===== src/rtl/memory_port_arbiter_pkg.sv =====
// Shared types and defaults for the IC/DC main-memory port arbiter.
package mem_arb_pkg;

  localparam int DEFAULT_ADDR_W      = 32;
  localparam int DEFAULT_DATA_W      = 32;
  localparam int DEFAULT_MEM_LATENCY = 4;

  typedef enum logic [1:0] {
    IDLE   = 2'd0,
    ACCESS = 2'd1,
    ACK    = 2'd2
  } arb_state_t;

  typedef enum logic {
    REQ_IC = 1'b0,
    REQ_DC = 1'b1
  } requester_t;

  function automatic requester_t other_side(input requester_t r);
    requester_t o;
    case (r)
      REQ_IC:  o = REQ_DC;
      REQ_DC:  o = REQ_IC;
      default: o = REQ_IC;
    endcase
    return o;
  endfunction

endpackage


===== src/rtl/memory_port_arbiter_if.sv =====
// Bus bundle between the two cache controllers, the arbiter and the memory model.
interface memory_port_arbiter_if #(
  parameter int ADDR_W = 32,
  parameter int DATA_W = 32
);

  logic              ic_req;
  logic              ic_we;
  logic [ADDR_W-1:0] ic_addr;
  logic [DATA_W-1:0] ic_wdata;
  logic              ic_ack;
  logic              dc_req;
  logic              dc_we;
  logic [ADDR_W-1:0] dc_addr;
  logic [DATA_W-1:0] dc_wdata;
  logic              dc_ack;
  logic [DATA_W-1:0] rdata;
  logic [ADDR_W-1:0] mem_addr;
  logic [DATA_W-1:0] mem_wdata;
  logic              mem_we;
  logic [DATA_W-1:0] mem_rdata;
  logic              busy;

  // Arbiter side.
  modport slave (
    input  ic_req, ic_we, ic_addr, ic_wdata,
    input  dc_req, dc_we, dc_addr, dc_wdata,
    input  mem_rdata,
    output ic_ack, dc_ack, rdata,
    output mem_addr, mem_wdata, mem_we, busy
  );

  // Requester and memory-model side.
  modport master (
    output ic_req, ic_we, ic_addr, ic_wdata,
    output dc_req, dc_we, dc_addr, dc_wdata,
    output mem_rdata,
    input  ic_ack, dc_ack, rdata,
    input  mem_addr, mem_wdata, mem_we, busy
  );

endinterface


===== src/rtl/memory_port_arbiter_rr_arbiter2.sv =====
// Combinational two-way round-robin grant; on a tie the side not granted last wins.
module rr_arbiter2
  import mem_arb_pkg::*;
(
  input  logic       ic_req,
  input  logic       dc_req,
  input  requester_t last_grant,
  output logic       grant_valid,
  output requester_t grant
);

  // Pick the winner among the currently asserted requests.
  always_comb begin
    grant_valid = ic_req | dc_req;
    grant       = REQ_IC;
    if (ic_req && dc_req) begin
      grant = other_side(last_grant);
    end else if (dc_req) begin
      grant = REQ_DC;
    end else begin
      grant = REQ_IC;
    end
  end

endmodule


===== src/rtl/memory_port_arbiter.sv =====
// Shares the single-ported main memory between IC refills and DC writebacks/refills,
// one word transaction at a time with a fixed memory latency.
module memory_port_arbiter
  import mem_arb_pkg::*;
#(
  parameter int ADDR_W      = DEFAULT_ADDR_W,
  parameter int DATA_W      = DEFAULT_DATA_W,
  parameter int MEM_LATENCY = DEFAULT_MEM_LATENCY
) (
  input  logic                  clk,
  input  logic                  rst,
  memory_port_arbiter_if.slave  bus
);

  localparam int CNT_W = $clog2(MEM_LATENCY + 1);

  arb_state_t        state_r;
  requester_t        last_grant_r;
  requester_t        owner_r;
  logic [CNT_W-1:0]  cnt_r;
  logic [ADDR_W-1:0] mem_addr_r;
  logic [DATA_W-1:0] mem_wdata_r;
  logic              mem_we_r;
  logic [DATA_W-1:0] rdata_r;
  logic              ic_ack_r;
  logic              dc_ack_r;
  logic              busy_r;

  logic              grant_valid_s;
  requester_t        grant_s;
  logic              sel_we_s;
  logic [ADDR_W-1:0] sel_addr_s;
  logic [DATA_W-1:0] sel_wdata_s;

  rr_arbiter2 u_rr (
    .ic_req      (bus.ic_req),
    .dc_req      (bus.dc_req),
    .last_grant  (last_grant_r),
    .grant_valid (grant_valid_s),
    .grant       (grant_s)
  );

  // Route the winning requester's transaction fields toward the latches.
  always_comb begin
    sel_we_s    = 1'b0;
    sel_addr_s  = {ADDR_W{1'b0}};
    sel_wdata_s = {DATA_W{1'b0}};
    if (grant_s == REQ_DC) begin
      sel_we_s    = bus.dc_we;
      sel_addr_s  = bus.dc_addr;
      sel_wdata_s = bus.dc_wdata;
    end else begin
      sel_we_s    = bus.ic_we;
      sel_addr_s  = bus.ic_addr;
      sel_wdata_s = bus.ic_wdata;
    end
  end

  // Transaction FSM: grant in IDLE, hold the memory port for MEM_LATENCY cycles, then ack.
  always_ff @(posedge clk) begin
    if (rst) begin
      state_r      <= IDLE;
      last_grant_r <= REQ_IC;
      owner_r      <= REQ_IC;
      cnt_r        <= {CNT_W{1'b0}};
      mem_addr_r   <= {ADDR_W{1'b0}};
      mem_wdata_r  <= {DATA_W{1'b0}};
      mem_we_r     <= 1'b0;
      rdata_r      <= {DATA_W{1'b0}};
      ic_ack_r     <= 1'b0;
      dc_ack_r     <= 1'b0;
      busy_r       <= 1'b0;
    end else begin
      case (state_r)
        IDLE: begin
          ic_ack_r <= 1'b0;
          dc_ack_r <= 1'b0;
          if (grant_valid_s) begin
            owner_r      <= grant_s;
            last_grant_r <= grant_s;
            mem_addr_r   <= sel_addr_s;
            mem_wdata_r  <= sel_wdata_s;
            mem_we_r     <= sel_we_s;
            cnt_r        <= CNT_W'(MEM_LATENCY - 1);
            busy_r       <= 1'b1;
            state_r      <= ACCESS;
          end else begin
            mem_we_r <= 1'b0;
            busy_r   <= 1'b0;
            state_r  <= IDLE;
          end
        end
        ACCESS: begin
          // The write strobe only lasts the first ACCESS cycle.
          mem_we_r <= 1'b0;
          if (cnt_r == {CNT_W{1'b0}}) begin
            rdata_r  <= bus.mem_rdata;
            ic_ack_r <= (owner_r == REQ_IC);
            dc_ack_r <= (owner_r == REQ_DC);
            state_r  <= ACK;
          end else begin
            cnt_r   <= cnt_r - CNT_W'(1);
            state_r <= ACCESS;
          end
        end
        ACK: begin
          ic_ack_r <= 1'b0;
          dc_ack_r <= 1'b0;
          busy_r   <= 1'b0;
          state_r  <= IDLE;
        end
        default: begin
          ic_ack_r <= 1'b0;
          dc_ack_r <= 1'b0;
          mem_we_r <= 1'b0;
          busy_r   <= 1'b0;
          state_r  <= IDLE;
        end
      endcase
    end
  end

  assign bus.ic_ack    = ic_ack_r;
  assign bus.dc_ack    = dc_ack_r;
  assign bus.rdata     = rdata_r;
  assign bus.mem_addr  = mem_addr_r;
  assign bus.mem_wdata = mem_wdata_r;
  assign bus.mem_we    = mem_we_r;
  assign bus.busy      = busy_r;

endmodule


===== src/flat_wrapper.sv =====
// flat-port wrapper written by rule: the top's interface ports become plain ports
module memory_port_arbiter_flat import mem_arb_pkg::*;
#(
  parameter int ADDR_W      = DEFAULT_ADDR_W,
  parameter int DATA_W      = DEFAULT_DATA_W,
  parameter int MEM_LATENCY = DEFAULT_MEM_LATENCY
)
  (clk, rst, bus_ic_req, bus_ic_we, bus_ic_addr, bus_ic_wdata, bus_dc_req, bus_dc_we, bus_dc_addr, bus_dc_wdata, bus_mem_rdata, bus_ic_ack, bus_dc_ack, bus_rdata, bus_mem_addr, bus_mem_wdata, bus_mem_we, bus_busy);
  memory_port_arbiter_if #(.ADDR_W(ADDR_W), .DATA_W(DATA_W)) bus_i ();
  input  logic clk;
  input  logic rst;
  input wire logic [$bits(bus_i.ic_req)-1:0] bus_ic_req;
  input wire logic [$bits(bus_i.ic_we)-1:0] bus_ic_we;
  input wire logic [$bits(bus_i.ic_addr)-1:0] bus_ic_addr;
  input wire logic [$bits(bus_i.ic_wdata)-1:0] bus_ic_wdata;
  input wire logic [$bits(bus_i.dc_req)-1:0] bus_dc_req;
  input wire logic [$bits(bus_i.dc_we)-1:0] bus_dc_we;
  input wire logic [$bits(bus_i.dc_addr)-1:0] bus_dc_addr;
  input wire logic [$bits(bus_i.dc_wdata)-1:0] bus_dc_wdata;
  input wire logic [$bits(bus_i.mem_rdata)-1:0] bus_mem_rdata;
  output wire logic [$bits(bus_i.ic_ack)-1:0] bus_ic_ack;
  output wire logic [$bits(bus_i.dc_ack)-1:0] bus_dc_ack;
  output wire logic [$bits(bus_i.rdata)-1:0] bus_rdata;
  output wire logic [$bits(bus_i.mem_addr)-1:0] bus_mem_addr;
  output wire logic [$bits(bus_i.mem_wdata)-1:0] bus_mem_wdata;
  output wire logic [$bits(bus_i.mem_we)-1:0] bus_mem_we;
  output wire logic [$bits(bus_i.busy)-1:0] bus_busy;
  assign bus_i.ic_req = bus_ic_req;
  assign bus_i.ic_we = bus_ic_we;
  assign bus_i.ic_addr = bus_ic_addr;
  assign bus_i.ic_wdata = bus_ic_wdata;
  assign bus_i.dc_req = bus_dc_req;
  assign bus_i.dc_we = bus_dc_we;
  assign bus_i.dc_addr = bus_dc_addr;
  assign bus_i.dc_wdata = bus_dc_wdata;
  assign bus_i.mem_rdata = bus_mem_rdata;
  assign bus_ic_ack = bus_i.ic_ack;
  assign bus_dc_ack = bus_i.dc_ack;
  assign bus_rdata = bus_i.rdata;
  assign bus_mem_addr = bus_i.mem_addr;
  assign bus_mem_wdata = bus_i.mem_wdata;
  assign bus_mem_we = bus_i.mem_we;
  assign bus_busy = bus_i.busy;
  memory_port_arbiter #(.ADDR_W(ADDR_W), .DATA_W(DATA_W), .MEM_LATENCY(MEM_LATENCY)) u_core (.clk(clk), .rst(rst), .bus(bus_i));
endmodule

===== config.mk =====
export PLATFORM = sky130hd
export DESIGN_NAME = memory_port_arbiter_flat
export DESIGN_NICKNAME = d
export VERILOG_FILES = /design/src/rtl/memory_port_arbiter_pkg.sv /design/src/rtl/memory_port_arbiter_if.sv /design/src/rtl/memory_port_arbiter_rr_arbiter2.sv /design/src/rtl/memory_port_arbiter.sv /design/src/flat_wrapper.sv
export SDC_FILE = /design/constraint.sdc
export NUM_CORES = 1
export LEC_CHECK = 0
export BUFFER_PORTS_ARGS = -buffer_cell sky130_fd_sc_hd__buf_2
export CAP_MARGIN = 15
export CORE_ASPECT_RATIO = 1.4
export CORE_MARGIN = 4
export CORE_UTILIZATION = 40
export CTS_CLUSTER_DIAMETER = 80
export DETAILED_ROUTE_END_ITERATION = 10
export PLACE_DENSITY = 0.82
export SYNTH_ARGS = -nofsm -noshare
export SYNTH_HDL_FRONTEND = slang
export SYNTH_SLANG_ARGS = --single-unit

===== constraint.sdc =====
create_clock -name clk -period 1.6 [get_ports clk]
set_input_delay 0.08 -clock clk [delete_from_list [all_inputs] [get_ports clk]]
set_output_delay 0.08 -clock clk [all_outputs]
set_load 0.1 [all_outputs]

After elaboration in Yosys (flattened, before gate mapping)
Cells that the tools add are included. Widths: inputs -> output; s select.

$lt $le $gt $ge: 0. Div/mod/pow operators: 0. Bitwise gates (word level): 3. Reductions and logical operators: 8. Eq/ne operators: 4. Multiplexer cells: 16. $mul: 0. Shift-type cells: 0. Add/sub/neg operators: 1.

Operators by type and width (count): $mux 32 (2); $mux 1 (6); $mux 3 (2); $pmux 1 s2 (3); $pmux 3 s2 (1); $pmux 2 s2 (1); $reduce_and 2->1 (2); $logic_not 3->1 (1); $reduce_and 3->1 (1); $sub 3x1->3 const B (1); $eq 2x1->1 const B (1); $eq 2x2->1 const B (1); $logic_not 2->1 (1); $mux 2 (1); $ne 2x1->1 const B (1); $ne 2x2->1 const B (1); $not 1->1 (2); $reduce_bool 2->1 (1); $reduce_or 2->1 (1); $logic_and 1x1->1 (1); $or 1x1->1 (1).

Memories: 0. Register bits: 106. Latch bits: 0. Bits in writable memories: 0. Output and inout port bits: 100. Bits in read-only memories: 0.

Longest topological paths before layout
Gate-level depths: netlist (run 1).

Depth in word-level cells: 6. Depth in mapped cells: 8.

Cells and area by module
A second synthesis (run 1) with hierarchy kept.

Cells, all modules: 477. Area total of the unflattened synthesis: 4424.2 µm².

By module, submodules not included: memory_port_arbiter (area each 4410.5 µm², cells an instance 475, times used 1); rr_arbiter2 (area each 13.8 µm², cells an instance 2, times used 1).

Worst setup path after synthesis (run 1)
Ideal clock, no wire load.

Kind: register to register. From: reg u_core.cnt_r[0]. To: reg u_core.rdata_r[1], in the netlist u_core.bus.rdata[1]. Required time: 1.529 ns. Stages on the path, launching flop included: 8. Buffers on the path: 1. Path slack: 0.055 ns. Arrival time: 1.474 ns. Cell sequence: dfxtp_1 inv_1 ha_1 ha_1 nand3b_1 clkbuf_1 nand2_1 a21oi_1.

Longest elaborated chain between the ends: 2.

RTL lines: start: declaration (RTL line memory_port_arbiter.sv:20) `logic [CNT_W-1:0] cnt_r;`; start signal: assignment (RTL line memory_port_arbiter.sv:65) `cnt_r <= {CNT_W{1'b0}};`; start signal: assignment (RTL line memory_port_arbiter.sv:84) `cnt_r <= CNT_W'(MEM_LATENCY - 1);`; start signal: assignment (RTL line memory_port_arbiter.sv:102) `cnt_r <= cnt_r - CNT_W'(1);`; $logic_not 3->1 (RTL line memory_port_arbiter.sv:96) `if (cnt_r == {CNT_W{1'b0}}) begin`; $reduce_and 2->1 (no line); end signal: assignment (RTL line memory_port_arbiter.sv:69) `rdata_r <= {DATA_W{1'b0}};`; end signal: assignment (RTL line memory_port_arbiter.sv:97) `rdata_r <= bus.mem_rdata;`; end: declaration (RTL line memory_port_arbiter.sv:24) `logic [DATA_W-1:0] rdata_r;`.

No other way between the ends. A chain may end at the register's enable or synchronous reset.

Final worst setup path (run 1)
From: reg u_core.cnt_r[0]. To: reg u_core.rdata_r[11], in the netlist u_core.bus.rdata[11].

Same word-level chain as after synthesis.

==> flow_summary.ini, run 1 <==
[status]
status = complete, no violations

[layout]
nets = 1002
layout_commonest_cell = buf_2
multiInputGateArea_um2 = 2400
final-seq-area_um2 = 2120
diodes = 0
drive_above_1_share_pct = 44.0
area_growth_pct = 46.1
fill_cells = 1032
final_cell_mix = 264 x buf_2, 194 x nand2_1, 106 x dfxtp_1, 101 x a21oi_1, 60 x a311oi_2

[global_routing]
track_usage_pct = 21.7
globalRouteMet3Util_pct = 4.56
globalRouteMet2Util_pct = 39.7
grt_pass1_vias = 5126
antenna_found_initial = 0
grtUsageMet1_pct = 24.2
grt_max_degree = 51
overflow = 0
top_usage_layer = met2
grt_pass1_wl_um = 24400

[yosys]
ys_seq_area_share_pct = 44.1
synth_fa_ha_area_share_pct = 0.519
synth_cells = 552
synth_cell_types = 31
synth-main-ff-cell = dfxtp_1
post_synth.cell_area_avg_um2 = 8.73
synth_top_family_by_area = compound AO/OA/AOI/OAI gates
synthSimpleGateAreaFrac_pct = 17.4
synth_edf_count = 0
synth-xor-area-share_pct = 0
syn-cell-area_um2 = 4820
ys_warn_count = 0
syn_nets = 720
ys_ff_latch = 106
synth-compound-area-share_pct = 31.3
async_reset_ff_share_pct = 0
synthMuxAreaShare_pct = 0.416

[worst_setup_path]
cp_max_fo = 8
r2r_cells = 8
rrSetupSlack_ns = 0.07
rr_startpoint = u_core.cnt_r[0]
r2r_end = u_core.bus.rdata[11]
endpoint_kind = flop
crit_path_end = u_core.bus.rdata[11]
startpoint = u_core.cnt_r[0]
crit_type = flop to flop
start_kind = flop
arrival_ns = 1.78
crit_required_ns = 1.85

[floorplan]
fp-row-count = 47
die_w_um = 101
die_area_um2 = 13900
core-area_um2 = 11800
ios = 266
initial_core_util_pct = 40.8
dieHeight_um = 138

[drt]
ant_nets = 0
via_per_inst = 5.17
drtPass1Iterations = 4
drc = 0
avgRoutedWirePerCell_um = 16.1
vias = 5100
wl_um = 15900
first_iter_violations = 253

[placement]
gp_congestion = 0.773
hpwl_um = 10600
io_buffers = 265

[timing]
setup_viol = 0
maxSlewViolCount = 0
fin_skew_ns = 0.0111
max_freq_mhz = 652
fin_crit_sh_pct = 95.8
tns_ns = 0
grt_setup_unrepaired = no
whs_ns = 0.0146
hold_viol_final = 0
fin_crit_ns = 1.53
worst_pin_slew_ns = 0.547
slew-limit-headroom_pct = 63.8

[power]
powerDensity_nw_per_um2 = 1360
cellLeakagePower_nw = 3.21
vdd_drop_max_v = 0.000635

[clock_network]
cts_tree = yes
cts_buffers = 9
cts-root-buf = clkbuf_16
path_clk_slew_ns = 0.07
clock_latency_ns = 0.34
h-tree-depth = 3
clock_sinks = 106
cts_max_path_buffers = 2

[flow_run]
cap_violations = 0

[worst_hold_path]
min_path_type = input port to flop
-- cells by family after synthesis --
kind of cell               Yosys count
AOI/OAI and AO/OA                  173
and+or+nand+nor                    209
adders and majority gates            2
muxes                                2
DFF                                106
buffers and inverters               60
-- worst max-delay path, cell delays in order, from the launching register on --
cell and delay [ns]:
dfxtp_1 0.33, inv_1 0.06, ha_1 0.21, ha_2 0.22, nand3b_1 0.13, buf_12 0.13
buf_12 0.12, nand2_1 0.06, a21oi_1 0.19
-- worst min-delay path by stage --
stage                                    endpoint  slack, ns  cells after the start              start
after global routing      u_core.bus.mem_addr[27]       0.01                      3    bus_ic_addr[27]
after CTS                 u_core.bus.mem_addr[29]      0.001                      3    bus_dc_addr[29]
after detailed placement      u_core.bus.rdata[1]       0.33                      3   bus_mem_rdata[1]
after global placement       u_core.bus.rdata[11]       0.32                      3  bus_mem_rdata[11]
final                     u_core.bus.mem_addr[29]       0.01                      3    bus_dc_addr[29]
after floorplan               u_core.bus.rdata[0]       0.22                      2   bus_mem_rdata[0]
-- flip-flops by register name (all words and copies together) (netlist names) --
name	count
u_core.bus.mem_addr	32
u_core.bus.mem_wdata	32
u_core.bus.rdata	32
u_core.cnt_r	3
u_core.state_r	2
u_core.bus.busy	1
u_core.bus.dc_ack	1
u_core.bus.ic_ack	1
u_core.bus.mem_we	1
u_core.owner_r	1
-- timing repair --
action	in CTS	in global routing
buffers inserted	0	1
resized for setup	0	1
setup endpoints to repair	0	10
hold endpoints to repair	37	0
hold buffers	38	0
-- stage by stage --
step                      total power [mW]  instance area, um2  std cells  setup slack, ns  utilization [%]
after global placement                7.30                6290        929            0.139             53.2
after global routing                  9.97                7040        986           0.0109             59.5
after CTS                             9.60                6960        983           0.0435             58.9
after floorplan                       6.54                4820        552           0.0548                -
after detailed placement              7.35                6290        929           0.0852             53.2
final                                 9.59                7040        986           0.0672             59.5
-- per-layer routing --
metal	vias up	share of wire, %
li1	2492	-
met1	2356	37
met2	215	53
met3	37	6.8
met4	0	3.0
met5	-	0
-- report_power, final --
part	switching [mW]	leakage, nW	internal [mW]
combinational	3.29	2.20	1.02
sequential	0.162	0.874	2.96
clock	0.937	0.141	1.22
total	4.39	3.21	5.20
-- cell type report --
cell class                      count  area share, %
Clock buffer                       12           3.36
Clock inverter                      4          0.747
Inverter                            5          0.267
Multi-Input combinational cell    386           34.2
Sequential cell                   106           30.2
Tap cell                          147           2.61
Timing Repair Buffer              326           28.7
-- synth_stat cells (2+ instances only) --
master,n,area share [%]
nand3b_1,2,0.31
mux2i_1,2,0.42
buf_4,3,0.47
a311oi_2,60,19
dfxtp_1,106,44
nor3_1,2,0.21
ha_1,2,0.52
clkbuf_1,33,2.6
buf_6,7,1.6
nand2_1,194,15
inv_1,5,0.39
buf_2,12,1.2
and3b_1,2,0.36
a311oi_1,4,0.73
a21oi_1,101,10
nor2_1,2,0.16
Power figures use the tool's default switching activity.
==> run 2: changes to the inputs <==
--- a/config.mk
+++ b/config.mk
@@ -5,7 +5,7 @@
 export SDC_FILE = /design/constraint.sdc
 export NUM_CORES = 1
 export LEC_CHECK = 0
-export BUFFER_PORTS_ARGS = -buffer_cell sky130_fd_sc_hd__buf_2
+export BUFFER_PORTS_ARGS = -buffer_cell sky130_fd_sc_hd__buf_4
 export CAP_MARGIN = 15
 export CORE_ASPECT_RATIO = 1.4
 export CORE_MARGIN = 4
@@ -13,6 +13,7 @@
 export CTS_CLUSTER_DIAMETER = 80
 export DETAILED_ROUTE_END_ITERATION = 10
 export PLACE_DENSITY = 0.82
+export RECOVER_POWER = 25
 export SYNTH_ARGS = -nofsm -noshare
 export SYNTH_HDL_FRONTEND = slang
 export SYNTH_SLANG_ARGS = --single-unit
==> flow_summary.ini, run 2 (synthesis results as in run 1) <==
[clock_network]
h-tree-depth = 3
cts_buffers = 9
cts_tree = yes
cts_max_path_buffers = 2
path_clk_slew_ns = 0.07
cts-root-buf = clkbuf_16
clock_sinks = 106
clock_latency_ns = 0.34

[worst_setup_path]
arrival_ns = 1.75
cp_max_fo = 4
rrSetupSlack_ns = 0.08
start_kind = flop
r2r_cells = 6
rr_startpoint = u_core.cnt_r[0]
crit_type = flop to flop
r2r_end = u_core.cnt_r[2]
endpoint_kind = flop
crit_required_ns = 1.83

[layout]
nets = 997
final_cell_mix = 230 x buf_4, 194 x nand2_1, 106 x dfxtp_1, 101 x a21oi_1, 60 x a311oi_2
drive_above_1_share_pct = 44.7
area_growth_pct = 56.1
layout_commonest_cell = buf_4
diodes = 0

[status]
status = complete, no violations

[power]
cellLeakagePower_nw = 3.31
vdd_drop_max_v = 0.000708
powerDensity_nw_per_um2 = 1320
p_total_mw = 9.91

[global_routing]
grt_pass1_vias = 5018
grt_pass1_wl_um = 25100
grt_max_degree = 47
grtUsageMet1_pct = 26.3
overflow = 0
top_usage_layer = met2
track_usage_pct = 22.5
antenna_found_initial = 0
globalRouteMet2Util_pct = 40.0
globalRouteMet3Util_pct = 5.67

[drt]
vias = 5020
avgRoutedWirePerCell_um = 16.6
drc = 0
drtPass1Iterations = 4
wl_um = 16300
first_iter_violations = 252
via_per_inst = 5.12
ant_nets = 0

[timing]
grt_setup_unrepaired = no
tns_ns = 0
maxSlewViolCount = 0
fin_crit_sh_pct = 95.2
fin_crit_ns = 1.52
fin_skew_ns = 0.00840
max_freq_mhz = 657
setup_viol = 0
worst_pin_slew_ns = 0.574
whs_ns = 0.0219
slew-limit-headroom_pct = 61.9
hold_viol_final = 0

[placement]
gp_congestion = 0.817
io_buffers = 265
hpwl_um = 11000

[flow_run]
cap_violations = 0

[floorplan]
fp-row-count = 47
die_w_um = 101
dieHeight_um = 138
initial_core_util_pct = 40.8
ios = 266
core-area_um2 = 11800
die_area_um2 = 13900

[worst_hold_path]
hold_depth = 3
min_from = bus_dc_addr[28]
min_path_type = input port to flop
min_to = u_core.bus.mem_addr[28]
==> run 2: cell count changes in the layout (fill, tap and decap cells not counted), moves of 2 or more <==
| cell | change |
|---|---|
| dlygate4sd3_1 | -5 |
| buf_2 | -264 |
| buf_12 | -2 |
| clkbuf_1 | -2 |
| clkbuf_2 | +50 |
| buf_4 | +216 |
==> run 2: final cells by class <==
class,count,area (um2)
clock inverter,6,72.6
fill,1024,4300
inverter,5,18.8
tap,147,184
sequential,106,2120
timing repair buffer,321,2460
clock buffer,10,239
multi-input combinational,386,2430
==> run 2: stage by stage <==
| step | setup slack (ns) | util [%] | std cells | area, um2 |
|---|---|---|---|---|
| finish | 0.0774 | 63.6 | 981 | 7520 |
| CTS | 0.0190 | 64.3 | 980 | 7600 |
| detailed placement | 0.0550 | 58.9 | 931 | 6960 |
| floorplan | 0.0548 | - | 552 | 4820 |
| global placement | 0.131 | 58.9 | 931 | 6960 |
| global route | 0.0170 | 63.6 | 981 | 7520 |
==> run 2: metal layers <==
| layer | vias up | wire length (um) |
|---|---|---|
| met4 | 0 | 357 |
| met5 | - | 0 |
| met1 | 2314 | 6260 |
| li1 | 2487 | - |
| met2 | 195 | 8460 |
| met3 | 24 | 1200 |
==> run 2: timing repair <==
action                     CTS  global route
gates resized for setup      0             5
hold buffers                33             0
setup buffers                0             0
setup endpoints to repair    1             8
cloned                       0             1
hold endpoints to repair    33             0
pin swaps                    1             2
==> run 2: critical path, cell delays in order (launching register included) <==
cell and delay [ns]:
dfxtp_1 0.34, inv_1 0.06, ha_1 0.23, ha_4 0.19, nor3b_4 0.23, a21oi_2 0.09, a32o_1 0.28
==> run 2: worst max path at each step <==
| stage | from | slack [ns] | end |
|---|---|---|---|
| 6_report | u_core.cnt_r[0] | 0.08 | u_core.cnt_r[2] |
| 2_1_floorplan | u_core.cnt_r[0] | 0.05 | u_core.bus.rdata[1] |
| 4_1_cts | u_core.cnt_r[0] | 0.02 | u_core.cnt_r[2] |
| 3_5_place_dp | u_core.cnt_r[0] | 0.06 | u_core.cnt_r[2] |
| 3_3_place_gp | u_core.cnt_r[0] | 0.13 | u_core.cnt_r[2] |
| 5_1_grt | u_core.cnt_r[0] | 0.02 | u_core.cnt_r[2] |
==> run 2: report_power, final <==
part	leakage, nW	internal [mW]	switching (mW)
Sequential	0.874	2.96	0.167
Clock	0.155	1.28	1.02
Combinational	2.28	1.18	3.30
==> run 3: changes to the inputs <==
--- a/config.mk
+++ b/config.mk
@@ -5,14 +5,15 @@
 export SDC_FILE = /design/constraint.sdc
 export NUM_CORES = 1
 export LEC_CHECK = 0
+export ABC_AREA = 1
 export BUFFER_PORTS_ARGS = -buffer_cell sky130_fd_sc_hd__buf_4
 export CAP_MARGIN = 15
 export CORE_ASPECT_RATIO = 1.4
 export CORE_MARGIN = 4
-export CORE_UTILIZATION = 40
+export CORE_UTILIZATION = 41
 export CTS_CLUSTER_DIAMETER = 80
 export DETAILED_ROUTE_END_ITERATION = 10
-export PLACE_DENSITY = 0.82
+export PLACE_DENSITY = 0.84
 export RECOVER_POWER = 25
 export SYNTH_ARGS = -nofsm -noshare
 export SYNTH_HDL_FRONTEND = slang
==> flow_summary.ini, run 3 <==
[drt]
highest_layer = met4
dr_wl_met3_um = 1330
ant_nets = 0
drt-met1-wl_um = 5510
drtPass1Iterations = 4
via_per_inst = 4.68
wl_met2_um = 7530
vias = 5395
avgRoutedWirePerCell_um = 12.8
wl_um = 14800
first_iter_violations = 161
drc = 0

[timing]
setup_viol = 0
max_freq_mhz = 697
maxSlewViolCount = 0
tns_ns = 0
grt_setup_unrepaired = no
fin_skew_ns = 0.0106
hold_viol_final = 0
fin_crit_ns = 1.43
fin_crit_sh_pct = 89.7
worst_pin_slew_ns = 0.564
slew-limit-headroom_pct = 62.5

[worst_hold_path]
min_path_type = input port to flop

[power]
powerDensity_nw_per_um2 = 1310
cellLeakagePower_nw = 3.84
vdd_drop_max_v = 0.000819

[clock_network]
clock_sinks = 106
cts_buffers = 9
cts-root-buf = clkbuf_16
cts_max_path_buffers = 2
cts_setup_buffers = 0
cts_tree = yes
path_clk_slew_ns = 0.08
clock_latency_ns = 0.34
h-tree-depth = 3

[floorplan]
die_area_um2 = 13700
die_w_um = 100
core-area_um2 = 11500
ios = 266
dieHeight_um = 137
initial_core_util_pct = 42.5
fp-row-count = 46

[layout]
instances_no_fill = 1152
final_cell_mix = 225 x buf_4, 200 x nor2_1, 174 x nand2_1, 106 x dfxtp_1, 74 x inv_1
drive_above_1_share_pct = 30.4
nets = 1171
layout_commonest_cell = buf_4
multiInputGateArea_um2 = 2180
area_growth_pct = 47.5
diodes = 0
fill_cells = 1061
final-seq-area_um2 = 2120

[yosys]
post_synth.cell_area_avg_um2 = 6.45
synth_area_leader_cell = dfxtp_1
ys_top_cells_by_area = dfxtp_1 44%, nor2_1 15%, nand2_1 13%
synth_cell_types = 17
synth_top_cell_area_share_pct = 43.6
syn-cell-area_um2 = 4870
synth-main-ff-cell = dfxtp_1
async_reset_ff_share_pct = 0
synth_edf_count = 0
ys_warn_count = 0
ys_seq_area_share_pct = 43.6
ys_ff_latch = 106
yosysMostFrequentCell = nor2_1
synth_cells = 754
ys_top_cells_by_count = 200 x nor2_1, 175 x nand2_1, 106 x dfxtp_1, 74 x inv_1, 52 x o21ai_0
syn_nets = 922

[worst_setup_path]
crit_path_end = u_core.bus.rdata[5]
endpoint_kind = flop
arrival_ns = 1.70
rrSetupSlack_ns = 0.17
crit_chain = inv_1 > ha_1 > ha_1 > nand2_1 > buf_4 > nand2_1 > a21oi_1
crit_type = flop to flop
rr_startpoint = u_core.cnt_r[0]
r2r_end = u_core.bus.rdata[5]
cp_max_fo = 18
r2r_cells = 7
startpoint = u_core.cnt_r[0]
start_kind = flop
crit_slowest_cell = dfxtp_1
crit_required_ns = 1.86
cp_slowest_stage_delay_ns = 0.31

[global_routing]
grt_pass1_wl_um = 23100
grt_max_degree = 67
track_usage_pct = 20.8
grt_pass1_vias = 4935
antenna_found_initial = 0
overflow = 0

[status]
status = complete, no violations

[placement]
place_inst = 1131
io_buffers = 265
gp_congestion = 0.819
hpwl_um = 11100

[flow_run]
cap_violations = 0
==> run 3: critical path: cells and delay by family (launching register included) <==
kind / cells / cell delay (ns)
compound gates: 1 / 0.14
fa+ha+maj: 2 / 0.45
buf+inv: 2 / 0.27
flops: 1 / 0.31
simple gates: 2 / 0.18
==> run 3: final cells by class <==
cell class | count | share of cell area [%]
clock buffer | 9 | 3.14
clock inverter | 7 | 0.854
inverter | 77 | 4.03
multi-input combinational | 522 | 30.4
sequential | 106 | 29.6
tap | 144 | 2.51
timing repair buffer | 287 | 29.5
==> run 3: logic make-up (layout without fill, tap and decap cells) <==
logic type	Yosys count	in the layout	share of synthesized area [%]
flip-flops	106	106	43.6
AND/OR/NAND/NOR	416	416	33.4
adder cells (fa/ha/maj)	2	2	0.514
buffers and inverters	126	380	11.8
AO/OA/AOI/OAI	104	104	10.7
==> run 3: power breakdown <==
part | internal (mW) | switching, mW
sequential | 2.96 | 0.165
clock | 1.08 | 1.04
combinational | 0.971 | 3.20
==> run 3: timing repair <==
action                                 CTS  global route
endpoints found under the hold margin    5             0
resized for setup                        0             1
hold buffers                             5             0
setup endpoints to repair                0             2
==> run 3: worst min-delay path by stage <==
stage                 startpoint                   end  slack [ns]  cells after the start
2_1_floorplan  bus_mem_rdata[31]  u_core.bus.rdata[31]        0.24                      2
3_3_place_gp   bus_mem_rdata[30]  u_core.bus.rdata[30]        0.36                      3
3_5_place_dp   bus_mem_rdata[19]  u_core.bus.rdata[19]        0.37                      3
4_1_cts        bus_mem_rdata[26]  u_core.bus.rdata[26]      0.0009                      3
5_1_grt        bus_mem_rdata[16]  u_core.bus.rdata[16]       0.005                      3
6_report       bus_mem_rdata[26]  u_core.bus.rdata[26]        0.01                      3
==> run 3: per-layer routing <==
layer  vias to the layer above  GRT usage [%]
li1                       2800              -
met3                        27           5.86
met5                         -              0
met4                         0           8.39
met1                      2358           23.8
met2                       210           36.3
==> run 3: through the flow <==
stage | worst slack [ns] | cell area, um2 | power, mW | util (%) | hold WS [ns]
after global placement | 0.199 | 6960 | 7.41 | 60.8 | 0.363
final | 0.165 | 7180 | 9.42 | 62.7 | 0.0109
after detailed placement | 0.132 | 6960 | 7.46 | 60.8 | 0.370
after floorplan | 0.174 | 4870 | 6.40 | - | 0.244
after global routing | 0.0268 | 7180 | 9.87 | 62.7 | 0.00534
after CTS | 0.115 | 7300 | 9.61 | 63.7 | 0.000877
